`src/rtl/alarm_sequencer.sv`:
```
// Alarm / hourly-chime sequencer feeding the buzzer stage.
// Produces a registered buzzer enable with a 500 ms on/off cadence.
module alarm_sequencer #(
    parameter int HALF_SEC_CYCLES = 12000000,
    parameter int RING_TIMEOUT_S  = 60,
    parameter int SNOOZE_S        = 300,
    parameter int CHIME_BEEPS     = 2
) (
    input  logic       CLK,
    input  logic       nRST,
    input  logic       sec_tick,
    input  logic [7:0] time_hour,
    input  logic [7:0] time_min,
    input  logic [7:0] time_sec,
    input  logic [7:0] alarm_hour,
    input  logic [7:0] alarm_min,
    input  logic       alarm_en,
    input  logic       chime_en,
    input  logic       key_stop,
    input  logic       key_snooze,
    output logic       Value_en,
    output logic       alarm_ringing,
    output logic       snooze_active
);

    localparam int RW = $clog2(RING_TIMEOUT_S + 1);
    localparam int SW = $clog2(SNOOZE_S + 1);
    localparam int BW = $clog2(CHIME_BEEPS + 1);

    localparam logic [23:0]   PH_LAST   = 24'(HALF_SEC_CYCLES - 1);
    localparam logic [RW-1:0] RING_LAST = RW'(RING_TIMEOUT_S - 1);
    localparam logic [SW-1:0] SNZ_LOAD  = SW'(SNOOZE_S);
    localparam logic [SW-1:0] SNZ_ONE   = SW'(1);
    localparam logic [BW-1:0] BEEPS     = BW'(CHIME_BEEPS);

    typedef enum logic [1:0] {
        S_IDLE,
        S_RING,
        S_SNOOZE,
        S_CHIME
    } state_e;

    state_e        state_q, state_d;
    logic [RW-1:0] ring_sec_q, ring_sec_d;
    logic [SW-1:0] snz_cnt_q, snz_cnt_d;
    logic [23:0]   ph_cnt_q, ph_cnt_d;
    logic          ph_on_q, ph_on_d;
    logic [BW-1:0] beep_q, beep_d;
    logic [BW-1:0] beep_inc;
    logic          ven_q, ring_q, snz_q;

    logic alarm_hit, hour_hit, ph_last;
    logic go_ring, go_chime, go_rest, advance;

    assign alarm_hit = sec_tick & alarm_en
                     & (time_hour == alarm_hour)
                     & (time_min == alarm_min)
                     & (time_sec == 8'h00);
    assign hour_hit  = sec_tick & chime_en
                     & (time_min == 8'h00)
                     & (time_sec == 8'h00);
    assign ph_last   = (ph_cnt_q == PH_LAST);
    assign beep_inc  = beep_q + 1'b1;

    // Next state, second/beep counters and cadence phase.
    always_comb begin
        state_d    = state_q;
        ring_sec_d = ring_sec_q;
        snz_cnt_d  = snz_cnt_q;
        ph_cnt_d   = ph_cnt_q;
        ph_on_d    = ph_on_q;
        beep_d     = beep_q;
        go_ring    = 1'b0;
        go_chime   = 1'b0;
        go_rest    = 1'b0;
        advance    = 1'b0;

        unique case (state_q)
            S_IDLE: begin
                if (alarm_hit) begin
                    go_ring = 1'b1;
                end else if (hour_hit) begin
                    go_chime = 1'b1;
                end
            end
            S_RING: begin
                if (key_stop || !alarm_en) begin
                    state_d = S_IDLE;
                    go_rest = 1'b1;
                end else if (key_snooze) begin
                    state_d   = S_SNOOZE;
                    snz_cnt_d = SNZ_LOAD;
                    go_rest   = 1'b1;
                end else if (sec_tick && ring_sec_q == RING_LAST) begin
                    state_d = S_IDLE;
                    go_rest = 1'b1;
                end else begin
                    advance = 1'b1;
                    if (sec_tick) begin
                        ring_sec_d = ring_sec_q + 1'b1;
                    end
                end
            end
            S_SNOOZE: begin
                if (key_stop || !alarm_en) begin
                    state_d = S_IDLE;
                    go_rest = 1'b1;
                end else if (sec_tick && snz_cnt_q == SNZ_ONE) begin
                    go_ring = 1'b1;
                end else if (sec_tick && snz_cnt_q != '0) begin
                    snz_cnt_d = snz_cnt_q - 1'b1;
                end
            end
            S_CHIME: begin
                if (key_stop) begin
                    state_d = S_IDLE;
                    go_rest = 1'b1;
                end else if (alarm_hit) begin
                    go_ring = 1'b1;
                end else begin
                    advance = 1'b1;
                    if (ph_last && ph_on_q) begin
                        beep_d = beep_inc;
                        // No trailing off-phase after the last beep.
                        if (beep_inc == BEEPS) begin
                            state_d = S_IDLE;
                            go_rest = 1'b1;
                        end
                    end
                end
            end
            default: begin
                state_d = S_IDLE;
                go_rest = 1'b1;
            end
        endcase

        if (advance) begin
            if (ph_last) begin
                ph_cnt_d = '0;
                ph_on_d  = ~ph_on_q;
            end else begin
                ph_cnt_d = ph_cnt_q + 24'd1;
            end
        end

        if (go_rest) begin
            ph_cnt_d = '0;
            ph_on_d  = 1'b0;
        end

        if (go_ring) begin
            state_d    = S_RING;
            ring_sec_d = '0;
            ph_cnt_d   = '0;
            ph_on_d    = 1'b1;
        end

        if (go_chime) begin
            state_d  = S_CHIME;
            beep_d   = '0;
            ph_cnt_d = '0;
            ph_on_d  = 1'b1;
        end
    end

    // State, counters and registered outputs.
    always_ff @(posedge CLK or negedge nRST) begin
        if (!nRST) begin
            state_q    <= S_IDLE;
            ring_sec_q <= '0;
            snz_cnt_q  <= '0;
            ph_cnt_q   <= '0;
            ph_on_q    <= 1'b0;
            beep_q     <= '0;
            ven_q      <= 1'b0;
            ring_q     <= 1'b0;
            snz_q      <= 1'b0;
        end else begin
            state_q    <= state_d;
            ring_sec_q <= ring_sec_d;
            snz_cnt_q  <= snz_cnt_d;
            ph_cnt_q   <= ph_cnt_d;
            ph_on_q    <= ph_on_d;
            beep_q     <= beep_d;
            ven_q      <= ((state_d == S_RING) || (state_d == S_CHIME))
                          && ph_on_d;
            ring_q     <= (state_d == S_RING);
            snz_q      <= (state_d == S_SNOOZE);
        end
    end

    assign Value_en      = ven_q;
    assign alarm_ringing = ring_q;
    assign snooze_active = snz_q;

endmodule
```
`config.mk`:
```
export PLATFORM = sky130hd
export DESIGN_NAME = alarm_sequencer
export DESIGN_NICKNAME = d
export VERILOG_FILES = /design/src/rtl/alarm_sequencer.sv
export SDC_FILE = /design/constraint.sdc
export NUM_CORES = 1
export LEC_CHECK = 0
export CAP_MARGIN = 10
export CORE_UTILIZATION = 51
export CTS_BUF_LIST = sky130_fd_sc_hd__clkbuf_4
export DETAILED_ROUTE_END_ITERATION = 6
export GPL_TIMING_DRIVEN = 0
export PLACE_DENSITY = 0.9
export SLEW_MARGIN = 20
export SYNTH_ARGS = -nofsm -noshare
export SYNTH_HDL_FRONTEND = slang
export SYNTH_SLANG_ARGS = --single-unit
```
`constraint.sdc`:
```
create_clock -name CLK -period 3.1 [get_ports CLK]
set_input_delay 0.62 -clock CLK [delete_from_list [all_inputs] [get_ports CLK]]
set_output_delay 0.62 -clock CLK [all_outputs]
set_load 0.005 [all_outputs]
```
==> metrics.md, run 1 <==
| Metric | Value |
|---|---|
| Die Y | 81.4 µm |
| Worst hold path type | input pin to asynchronous set/reset pin |
| Total die area | roughly 6600 µm² |
| PwrDens | 261 nW/µm² |
| CP startpoint kind | input pin |
| Multiplexer area fraction after synthesis | 0 |
| Most common flop cell mapped by yosys | dfrtp_1 |
| Setup Viol. Count Final | 0 |
| First-pass GRT wire length | 13.2 mm |
| CTS tree | yes |
| Netlist cell types | 52 |
| Largest net degree at the start of global routing | 33 |
| Final slew viol count | 0 |
| Slew @ Worst Pin | about 1.1 ns |
| Fin crit share | 0.946 |
| Post-Synth Adder-Cell Area | 0.0272 |
| Pre-antenna DRT Iters | 5 |
| WP data arrival | 3.22 ns |
| Die Wd | between 80 and 90 µm |
| Main combinational cell family by area after synthesis | simple AND/OR/NAND/NOR gates |
| Status | completed |
| Critical path endpoint category | flop |
| Clock Sinks | 47 |
| Ant. Diodes | 0 |
| Post-synthesis simple-gate area fraction | 0.329 |
| H-Tree Depth | 2 |
| Maximum root-to-sink buffer count | 2 |
| Seq/Total Area, Yosys | 0.366 |
| CP max FO | 10 |
| Setup slack, reg-to-reg | roughly 0.29 ns |
| Power consumption | 1.02 mW |
| Maximum Capacitance Violations | 0 |
| Placed Cells incl. Taps | 490 |
| Drt drc | 0 |
| Estimated wirelength of the detail-placed design | 6.11 mm |
| Starting Density | 0.537 |
| Top Ports | 50 |
| # hold bufs at CTS | 0 |
| Synthesis Warnings | 0 |
| Initial antenna violation count | 0 |
| LEAKAGE | between 1.5 and 2 nW |
| Max IR drop VDD | 0.181 mV |
| Most common cell after layout, fill and taps aside | clkdlybuf4s50_1 |
| #FFs+latches synth | 47 |
| Drt total wl | 7.94 mm |
| PortBufs | 49 |
| Synth Instances | 365 |
| Cell Rows | 28 |
| Cts bufs inserted | 5 |
| Fin nets | between 400 and 500 |
| DP Area | 3820 µm² |
| Area of the mapped netlist | 3220 µm² |
| Number of global-route vias before repair | 2860 |
| Syn_area_per_cell | around 9 µm² |
| Synth Area in XOR/XNOR | 0.0790 |
| Gpl congestion | 0.934 |
| Fmax | 341 MHz |
| Initial DRC count | approximately 270 |
| Final hold vios | 0 |
| Complex-gate fraction of the synthesized area | 0.169 |
| Fraction of layout cells with a size suffix above 1 | 0.0993 |
| Hold WS | 0.154 ns |
| Antenna-violating nets left | 0 |
| Asr flop ratio synth | 1.00 |
| Min cycle time layout | 2.93 ns |
| Clk root buf | clkbuf_4 |
| GRT overflow | 0 |
| Number of synthesized flops with an enable pin | 0 |
| Required time worst endpoint | 3.39 ns |
| RSZ-0062 raised after global routing | no |
| Vias | 3092 |
| Clock latency on the worst-skew pair | 0.36 ns |
| Setup CP Type | input pin to flop |
| Area delta synth->final | 21.4% |
| Syn nets | approximately 420 |
| Drt via density | 6.21 |
| Non-filler cells, final | 498 |
| Post-route design area | 3910 µm² |
| Most frequent cells in the layout | 48 x clkdlybuf4s50_1, 45 x dfrtp_1, 35 x nand2_1, 33 x nor2_1, 24 x o21ai_0 |
| Aggregate global-route resource usage | 0.259 |
| Slew HR | 0.240 |
| Routed len/inst | 15.9 µm |
| Worst-path clk slew | between 0.1 and 0.15 ns |
| CORE AREA | 5990 µm² |
| Final Skew | 0.0187 ns |
==> worst max-delay path, cell delays in order <==
cell             delay [ns]
clkdlybuf4s50_1        0.56
and4b_4                0.29
a211oi_4               0.40
nor2_1                 0.18
a211o_1                0.35
buf_2                  0.20
or3_1                  0.38
a211oi_2               0.23
==> final timing paths <==
check                      cells after the start               startpoint                        to
setup / recovery                               8                 sec_tick  ph_cnt_q[15]$_DFFE_PN0P_
hold / removal                                 1                     nRST      state_q[1]$_DFF_PN0_
max in group asynchronous                      2                     nRST   ph_cnt_q[1]$_DFFE_PN0P_
setup reg to reg                              10  ph_cnt_q[0]$_DFFE_PN0P_  ph_cnt_q[23]$_DFFE_PN0P_
min in group CLK                               1    beep_q[1]$_DFFE_PN0P_     beep_q[1]$_DFFE_PN0P_
hold reg to reg                                1    beep_q[1]$_DFFE_PN0P_     beep_q[1]$_DFFE_PN0P_
==> sequential cells by signal, indices dropped and copies added (netlist names) <==
signal / count
beep_q: 2
snz_cnt_q: 9
state_q: 2
snooze_active: 1
Value_en: 1
ph_on_q: 1
ph_cnt_q: 24
ring_sec_q: 6
alarm_ringing: 1
==> metal layers <==
layer  wire, µm  vias to the layer above  track usage
met5          0                        -            0
met3        354                       18       0.0411
met1       3360                     1474        0.327
met2       4040                      121        0.448
met4        185                        0       0.0911
li1           -                     1479            -
==> where the power goes <==
part           internal, mW  switching (mW)  leakage [nW]
sequential            0.616         0.00347         0.643
clock                0.0808           0.188        0.0285
combinational        0.0761          0.0545         0.862
==> final cells by class <==
class | count | area [µm²]
fillers | 475 | 2090
clock buffers | 5 | 37.5
clock inverters | 2 | 8.76
plain buffers | 14 | 78.8
inverters | 6 | 22.5
repair buffers | 52 | 520
flip-flops and latches | 47 | 1180
multi-input cells | 297 | 1960
well taps | 75 | 93.8
==> synth_stat cells (3+ instances only) <==
cell / instances / area share
a21o_1: 5 / 0.012
or3b_1: 4 / 0.011
and4_1: 3 / 0.0082
nor2_1: 33 / 0.039
o21ai_1: 3 / 0.0047
nor2b_1: 5 / 0.0097
nor4_1: 6 / 0.012
a211oi_1: 14 / 0.033
nand3_1: 17 / 0.026
and2_1: 3 / 0.0058
nand4_1: 20 / 0.039
a211oi_2: 9 / 0.035
nor3_1: 13 / 0.020
ha_1: 7 / 0.027
buf_2: 8 / 0.012
xnor2_1: 21 / 0.057
clkbuf_1: 6 / 0.0070
and3_1: 7 / 0.014
inv_1: 6 / 0.0070
a21oi_1: 8 / 0.012
dfrtp_1: 47 / 0.37
xor2_1: 8 / 0.022
nand2_1: 35 / 0.041
a31oi_1: 3 / 0.0058
or4_1: 9 / 0.021
o21ai_0: 24 / 0.037
or3_1: 12 / 0.023
==> logic make-up after synthesis <==
family                   after synthesis
AO/OA/AOI/OAI                         76
XOR/XNOR                              29
adder cells (fa/ha/maj)                7
buffers and inverters                 21
flip-flops                            47
AND/OR/NAND/NOR                      185
==> stage by stage <==
stage / TNS [ns] / util / setup slack [ns]
finish: 0 / 0.652 / 0.168
global route: 0 / 0.652 / 0.0211
CTS: 0 / 0.650 / 0.00474
detailed placement: -8.78 / 0.637 / -0.455
global placement: -8.57 / 0.635 / -0.457
floorplan: 0 / - / 0.233
==> repair_timing <==
action / 4_1_cts / 5_1_grt
gates resized for setup: 8 / 4
pin swaps: 0 / 2
endpoints found under the setup margin: 20 / 22
setup buffers: 0 / 2
(Power assumes the default switching activity.)
==> run 2, diff against run 1 <==
--- a/config.mk
+++ b/config.mk
@@ -6,11 +6,11 @@
 export NUM_CORES = 1
 export LEC_CHECK = 0
 export CAP_MARGIN = 10
-export CORE_UTILIZATION = 51
+export CORE_UTILIZATION = 60
 export CTS_BUF_LIST = sky130_fd_sc_hd__clkbuf_4
 export DETAILED_ROUTE_END_ITERATION = 6
 export GPL_TIMING_DRIVEN = 0
-export PLACE_DENSITY = 0.9
+export PLACE_DENSITY = 0.95
 export SLEW_MARGIN = 20
 export SYNTH_ARGS = -nofsm -noshare
 export SYNTH_HDL_FRONTEND = slang
==> constraint.sdc (replaced) <==
create_clock -name CLK -period 3.4 [get_ports CLK]
set_input_delay 0.68 -clock CLK [delete_from_list [all_inputs] [get_ports CLK]]
set_output_delay 0.68 -clock CLK [all_outputs]
set_load 0.005 [all_outputs]
==> run 2 against run 1 <==
Net effect: routed wire length rose by 9.5%; worst setup slack improved by 0.027 ns; total power is 5.6% lower; die area is 15% lower; non-clock buffer count is 1 lower; flip-flop and latch count is the same; final cell count is 1.0% lower; global-route usage increased by 5.8 points; count of clock-buffer cells in the layout increased by 1; critical path depth increased by 3; cell area barely moved; clock power is 3% higher.
==> metrics.md, run 2 (synthesized netlist as in run 1, its figures left out) <==
| Metric | Value |
|---|---|
| Status | completed |
| Worst path max stage delay | 0.46 ns (-0.10 ns) |
| Maximum root-to-sink buffer count | 2 (unchanged) |
| Worst-path clk slew | 0.14 ns (about the same) |
| Post-route design area | 3910 µm² (about the same) |
| Initial DRC count | 405 (+51%) |
| Final hold vios | 0 (unchanged) |
| CP max-delay cell | dfrtp_2 |
| Fin crit share | 0.943 |
| Cell Rows | 26 (-7.1%) |
| Fraction of layout cells with a size suffix above 1 | 0.102 (+0.00236) |
| Gpl congestion | 0.956 (+2.3%) |
| H-Tree Depth | 2 (unchanged) |
| Pre-antenna DRT Iters | 5 (unchanged) |
| Fin nets | 476 (-0.21%) |
| Min cycle time layout | 3.20 ns |
| Reg with most FFs | ph_cnt_q |
| Setup Viol. Count Final | 0 (unchanged) |
| R2r worst-path depth | 11 (+1) |
| Ant. Diodes | 0 (unchanged) |
| Starting Density | 0.626 (+0.0889) |
| Final Worst Setup Slack | 0.195 ns (+0.0270 ns) |
| Net Sw Frac | 0.252 (+0.0106) |
| Drt total wl | 8.70 mm (+9.5%) |
| Top Ports | 50 (unchanged) |
| Worst r2r src | ph_cnt_q[0]$_DFFE_PN0P_ |
| Drt via density | 6.47 (+4.2%) |
| Number of global-route vias before repair | 2858 (-0.070%) |
| Drt drc | 0 (unchanged) |
| Final slew viol count | 0 (unchanged) |
| CP max FO | 10 (unchanged) |
| Setup CP Type | flop to flop |
| Clock latency on the worst-skew pair | 0.37 ns (about the same) |
| DP Area | 3810 µm² (-0.16%) |
| WP data arrival | 3.44 ns (+0.22 ns) |
| Final Skew | 0.0101 ns (-0.00865 ns) |
| Biggest regs | ph_cnt_q: 24 flops, snz_cnt_q: 9 flops, ring_sec_q: 6 flops |
| Crit-path cells | ha_1 -> and4_1 -> nand2_1 -> nor4_2 -> clkbuf_4 -> buf_2 -> ha_1 -> nand4_1 -> o22ai_4 -> clkbuf_4 -> a211oi_1 |
| Clk root buf | clkbuf_4 |
| Required time worst endpoint | 3.64 ns (+0.25 ns) |
| Slew @ Worst Pin | 0.799 ns (-0.331 ns) |
| Setup TNS | 0 ns (unchanged) |
| Vias | 3190 (+3.2%) |
| Slew HR | 0.463 (+0.223) |
| Most common cell after layout, fill and taps aside | clkdlybuf4s50_1 |
| Routed len/inst | 17.6 µm (+11%) |
| Psw | 0.242 mW (-1.4%) |
| Maximum Capacitance Violations | 0 (unchanged) |
| R2r endpoint | ph_cnt_q[23]$_DFFE_PN0P_ |
| Aggregate global-route resource usage | 0.317 (+0.0578) |
| Filler cells | 375 (-21%) |
| Post-CTS Resized | 3 (-5) |
| CTS tree | yes |
| Antenna-violating nets left | 0 (unchanged) |
| Clock power frac | 0.287 (+0.024) |
| Most frequent cells in the layout | 48 x clkdlybuf4s50_1, 45 x dfrtp_1, 35 x nand2_1, 33 x nor2_1, 24 x o21ai_0 |
| Share of power burned in registers | 0.588 (-0.020) |
| Area delta synth->final | 21.4% (about the same) |
| Place WS | -0.143 ns (+0.312 ns) |
| Fmax | 312 MHz |
| Die Y | 75.2 µm (-7.6%) |
| Die Wd | 75.2 µm (-7.6%) |
| Setup slack, reg-to-reg | 0.20 ns (-0.09 ns) |
| LEAKAGE | 1.53 nW (-0.17%) |
| Internal power | 0.720 mW (-6.9%) |
| Largest net degree at the start of global routing | 27 (-18%) |
| PortBufs | 49 (unchanged) |
| Worst hold path type | input pin to asynchronous set/reset pin |
| GRT overflow | 0 (unchanged) |
| Estimated wirelength of the detail-placed design | 6.33 mm (+3.6%) |
| Clock Sinks | 47 (unchanged) |
| Initial antenna violation count | 0 (unchanged) |
| # hold bufs at CTS | 0 (unchanged) |
| First-pass GRT wire length | 13.5 mm (+2.2%) |
| CORE AREA | 5140 µm² (-14%) |
| Total die area | 5660 µm² (-15%) |
| Critical path endpoint category | flop |
| Max IR drop VDD | 0.212 mV (+17%) |
| Cts bufs inserted | 5 (unchanged) |
| CP startpoint kind | flop |
| Combinational share of power | 0.126 (-0.002) |
| Largest register FFs | 24 (unchanged) |
| PwrDens | 246 nW/µm² (-5.6%) |
| Setup bufs post-CTS | 0 (unchanged) |
[run 2: changes by cell type in the layout (fill, tap and decap cells not counted), sizes merged]
cell    delta
buf        -4
clkbuf     +4
[run 2: critical path: cells and delay by family (launching register included)]
| family | cells | cell delay [ns] |
|---|---|---|
| AO/OA/AOI/OAI | 2 | 0.37 |
| adder cells (fa/ha/maj) | 2 | 0.49 |
| buffers and inverters | 3 | 0.84 |
| flip-flops | 1 | 0.46 |
| AND/OR/NAND/NOR | 4 | 0.91 |
[run 2: power by group through the flow]
stage          Clock (mW)  Sequential (mW)  Combinational, mW
3_5_place_dp            0            0.576              0.120
5_1_grt             0.297            0.566              0.131
6_report            0.276            0.565              0.121
3_3_place_gp            0            0.575              0.113
2_1_floorplan           0            0.575             0.0371
4_1_cts             0.273            0.565              0.121
[run 2: cell type report]
| type | instances | area (µm²) | share of cell area |
|---|---|---|---|
| sequential | 47 | 1180 | 0.302 |
| tap | 70 | 87.6 | 0.0224 |
| multi-input combinational | 297 | 1970 | 0.504 |
| clock buffer | 6 | 45.0 | 0.0115 |
| clock inverter | 2 | 12.5 | 0.00320 |
| inverter | 6 | 22.5 | 0.00577 |
| buffer | 15 | 83.8 | 0.0215 |
| timing repair buffer | 50 | 505 | 0.129 |
[run 2: per-layer routing]
layer | part of all wire | up-vias | global-route usage
li1 | - | 1485 | -
met1 | 0.41 | 1505 | 0.432
met2 | 0.48 | 173 | 0.522
met3 | 0.086 | 27 | 0.0549
met4 | 0.022 | 0 | 0.0926
met5 | 0 | - | 0
[run 2: how the worst max path moves through the flow]
stage | from | endpoint | slack (ns)
2_1_floorplan | ph_cnt_q[0]$_DFFE_PN0P_ | ph_cnt_q[13]$_DFFE_PN0P_ | 0.53
3_3_place_gp | ph_cnt_q[0]$_DFFE_PN0P_ | ph_cnt_q[5]$_DFFE_PN0P_ | -0.15
3_5_place_dp | ph_cnt_q[0]$_DFFE_PN0P_ | ph_cnt_q[7]$_DFFE_PN0P_ | -0.14
4_1_cts | ph_cnt_q[0]$_DFFE_PN0P_ | ph_cnt_q[23]$_DFFE_PN0P_ | 0.12
5_1_grt | ph_cnt_q[0]$_DFFE_PN0P_ | ph_cnt_q[2]$_DFFE_PN0P_ | -0.002
6_report | ph_cnt_q[0]$_DFFE_PN0P_ | ph_cnt_q[23]$_DFFE_PN0P_ | 0.20
[run 2: stage by stage]
stage	std cells	total power, mW	util	hold WS (ns)
after floorplan	365	0.612	-	0.384
after global placement	484	0.689	0.738	0.466
after detailed placement	485	0.696	0.741	0.473
after CTS	493	0.959	0.754	0.274
after global routing	493	0.994	0.760	0.292
final	493	0.962	0.760	0.251
==> run 3, diff against run 2 <==
--- a/config.mk
+++ b/config.mk
@@ -6,11 +6,12 @@
 export NUM_CORES = 1
 export LEC_CHECK = 0
 export CAP_MARGIN = 10
-export CORE_UTILIZATION = 60
+export CORE_UTILIZATION = 56
 export CTS_BUF_LIST = sky130_fd_sc_hd__clkbuf_4
 export DETAILED_ROUTE_END_ITERATION = 6
 export GPL_TIMING_DRIVEN = 0
-export PLACE_DENSITY = 0.95
+export PLACE_DENSITY = 0.94
+export REMOVE_ABC_BUFFERS = 1
 export SLEW_MARGIN = 20
 export SYNTH_ARGS = -nofsm -noshare
 export SYNTH_HDL_FRONTEND = slang
==> constraint.sdc (replaced) <==
create_clock -name CLK -period 3.25 [get_ports CLK]
set_input_delay 0.65 -clock CLK [delete_from_list [all_inputs] [get_ports CLK]]
set_output_delay 0.65 -clock CLK [all_outputs]
set_load 0.005 [all_outputs]
==> run 3 against run 2 <==
Net effect: register-to-register slack is essentially flat; first-iteration DRC count grew 9.1%; routed wire length shrank 5.6%; non-clock buffer count shrank 13; sequential share of layout area is essentially flat; hold slack lost 0.094 ns; worst setup slack lost 0.0060 ns; utilization shrank 5.2 points; global-route usage shrank 3.3 points; fmax grew 4.7%; clock power grew 39%; total power grew 14%; largest cell class unchanged; highest routed layer unchanged.
==> metrics.md, run 3 (synthesized netlist as in run 1, its figures left out) <==
| Metric | Value |
|---|---|
| Status | completed |
| Drt total wl | 8.21 mm (-5.6%) |
| RSZ-0062 raised after global routing | no |
| Antenna-violating nets left | 0 (unchanged) |
| Drt drc | 0 (unchanged) |
| Slew @ Worst Pin | 0.926 ns (+0.127 ns) |
| Top Ports | 50 (unchanged) |
| Post-route design area | 3900 µm² (-0.16%) |
| Maximum root-to-sink buffer count | 2 (unchanged) |
| CP startpoint kind | flop |
| Total die area | 6050 µm² (+6.9%) |
| Net Sw Frac | 0.249 (-0.00239) |
| Psw | 0.274 mW (+13%) |
| DP Area | 3780 µm² (-0.79%) |
| Biggest regs | ph_cnt_q: 24 flops, snz_cnt_q: 9 flops, ring_sec_q: 6 flops |
| Die Y | 77.8 µm (+3.4%) |
| Largest net degree at the start of global routing | 33 (+22%) |
| Routed len/inst | 17.0 µm (-3.6%) |
| Power consumption | 1.10 mW (+14%) |
| Combinational share of power | 0.114 (-0.012) |
| Fin crit share | 0.942 (about the same) |
| Fmax | 327 MHz (+4.7%) |
| Hold WS | 0.157 ns (-0.0942 ns) |
| Most frequent cells in the layout | 48 x clkdlybuf4s50_1, 47 x dfrtp_1, 35 x nand2_1, 33 x nor2_1, 24 x o21ai_0 |
| WP data arrival | 3.29 ns (-0.15 ns) |
| Largest register FFs | 24 (unchanged) |
| CTS tree | yes |
| Required time worst endpoint | 3.48 ns (-0.16 ns) |
| Most common cell after layout, fill and taps aside | clkdlybuf4s50_1 |
| Internal power | 0.825 mW (+15%) |
| PwrDens | 282 nW/µm² (+14%) |
| R2r endpoint | ph_cnt_q[15]$_DFFE_PN0P_ |
| Clock latency on the worst-skew pair | 0.39 ns (+0.02 ns) |
| Worst-path clk slew | 0.16 ns (+0.02 ns) |
| Slew HR | 0.380 (-0.0834) |
| Vias | 3154 (-1.1%) |
| Aggregate global-route resource usage | 0.284 (-0.0334) |
| H-Tree Depth | 2 (unchanged) |
| Number of global-route vias before repair | 3068 (+7.3%) |
| Clock power frac | 0.348 (+0.061) |
| LEAKAGE | 1.51 nW (-1.4%) |
| Final core utilization | 0.708 (-0.0517) |
| Placed Cells incl. Taps | 474 (-2.3%) |
| Pre-antenna DRT Iters | 6 (+1) |
| Maximum Capacitance Violations | 0 (unchanged) |
| Share of power burned in registers | 0.538 (-0.050) |
| Reg with most FFs | ph_cnt_q |
| Setup slack, reg-to-reg | 0.19 ns (about the same) |
| Cts bufs inserted | 5 (unchanged) |
| Ant. Diodes | 0 (unchanged) |
| Starting Density | 0.584 (-0.0417) |
| PortBufs | 49 (unchanged) |
| Non-filler cells, final | 483 (-2.0%) |
| Fraction of layout cells with a size suffix above 1 | 0.0852 (-0.0165) |
| Clk root buf | clkbuf_4 |
| Final slew viol count | 0 (unchanged) |
| R2r worst-path depth | 8 (-3) |
| Worst hold path type | input pin to asynchronous set/reset pin |
| Setup TNS | 0 ns (unchanged) |
| Critical path endpoint category | flop |
| Min cycle time layout | 3.06 ns (-0.144 ns) |
| Worst r2r src | ph_cnt_q[0]$_DFFE_PN0P_ |
| Max IR drop VDD | 0.196 mV (-7.5%) |
| Initial DRC count | 442 (+9.1%) |
| GRT overflow | 0 (unchanged) |
| Final Skew | 0.0169 ns (+0.00683 ns) |
| Setup CP Type | flop to flop |
| Place WS | -0.157 ns (-0.0141 ns) |
| Area delta synth->final | 21.2% |
| CORE AREA | 5510 µm² (+7.1%) |
| Final Worst Setup Slack | 0.189 ns (-0.00604 ns) |
| First-pass GRT wire length | 13.8 mm (+2.3%) |
| Initial antenna violation count | 0 (unchanged) |
| Setup Viol. Count Final | 0 (unchanged) |
| Drt via density | 6.53 (+0.92%) |
| Fin nets | 464 (-2.5%) |
| Cell Rows | 27 (+3.8%) |
| Estimated wirelength of the detail-placed design | 5.75 mm (-9.1%) |
| Clock Sinks | 47 (unchanged) |
| Final hold vios | 0 (unchanged) |
| Die Wd | 77.8 µm (+3.4%) |
| CP max FO | 12 (+2) |
| Gpl congestion | 0.890 (-6.9%) |
## run 3: cell count changes in the layout (fill, tap and decap cells not counted), sizes merged
cell      previous run  this run
clkinv               2         0
clkbuf              13         5
clkinvlp             0         1
inv                  6         7
bufinv               0         1
o22ai                2         3
buf                 10         4
## run 3: worst max-delay path: stages, from the launching register on
cell	delay, ns
dfrtp_1	0.48
ha_1	0.27
and4_1	0.25
nand2_1	0.14
nor4_4	0.51
ha_1	0.28
nand4_1	0.30
o22ai_4	0.59
a211oi_2	0.08
## run 3: cell type report
class | count | area (µm²)
Tap cell | 72 | 90.1
Clock inverter | 3 | 46.3
Multi-Input combinational cell | 298 | 2010
Sequential cell | 47 | 1180
Clock buffer | 5 | 37.5
Fill cell | 398 | 1610
Timing Repair Buffer | 52 | 518
Inverter | 6 | 22.5
## run 3: metal layers
| layer | up-vias | routed length [µm] | global-route usage |
|---|---|---|---|
| li1 | 1459 | - | - |
| met1 | 1500 | 3300 | 0.352 |
| met2 | 171 | 4180 | 0.494 |
| met3 | 24 | 544 | 0.0400 |
| met4 | 0 | 196 | 0.115 |
| met5 | - | 0 | 0 |
## run 3: worst max path at each step
| stage | startpoint | to | slack, ns | cells past startpoint |
|---|---|---|---|---|
| floorplan | ph_cnt_q[0]$_DFFE_PN0P_ | ph_cnt_q[2]$_DFFE_PN0P_ | -1.19 | 8 |
| global placement | ph_cnt_q[0]$_DFFE_PN0P_ | ph_cnt_q[2]$_DFFE_PN0P_ | -2.83 | 8 |
| detailed placement | sec_tick | ph_cnt_q[3]$_DFFE_PN0P_ | -0.16 | 7 |
| CTS | ph_cnt_q[0]$_DFFE_PN0P_ | ph_cnt_q[13]$_DFFE_PN0P_ | 0.04 | 8 |
| finish | ph_cnt_q[0]$_DFFE_PN0P_ | ph_cnt_q[15]$_DFFE_PN0P_ | 0.19 | 8 |
| global route | ph_cnt_q[0]$_DFFE_PN0P_ | ph_cnt_q[15]$_DFFE_PN0P_ | 0.009 | 8 |
## run 3: timing repair
action                                  CTS  global route
buffers inserted                          0             0
endpoints found under the hold margin     0             0
resized for setup                         0             3
endpoints found under the setup margin    0            24
hold buffers                              0             0
## run 3: power groups by stage
| stage | combinational [mW] | clock (mW) | sequential, mW |
|---|---|---|---|
| after floorplan | 0.0388 | 0 | 0.602 |
| after global placement | 0.118 | 0 | 0.602 |
| after detailed placement | 0.126 | 0 | 0.602 |
| after CTS | 0.126 | 0.381 | 0.591 |
| after global routing | 0.137 | 0.400 | 0.592 |
| final | 0.125 | 0.383 | 0.591 |
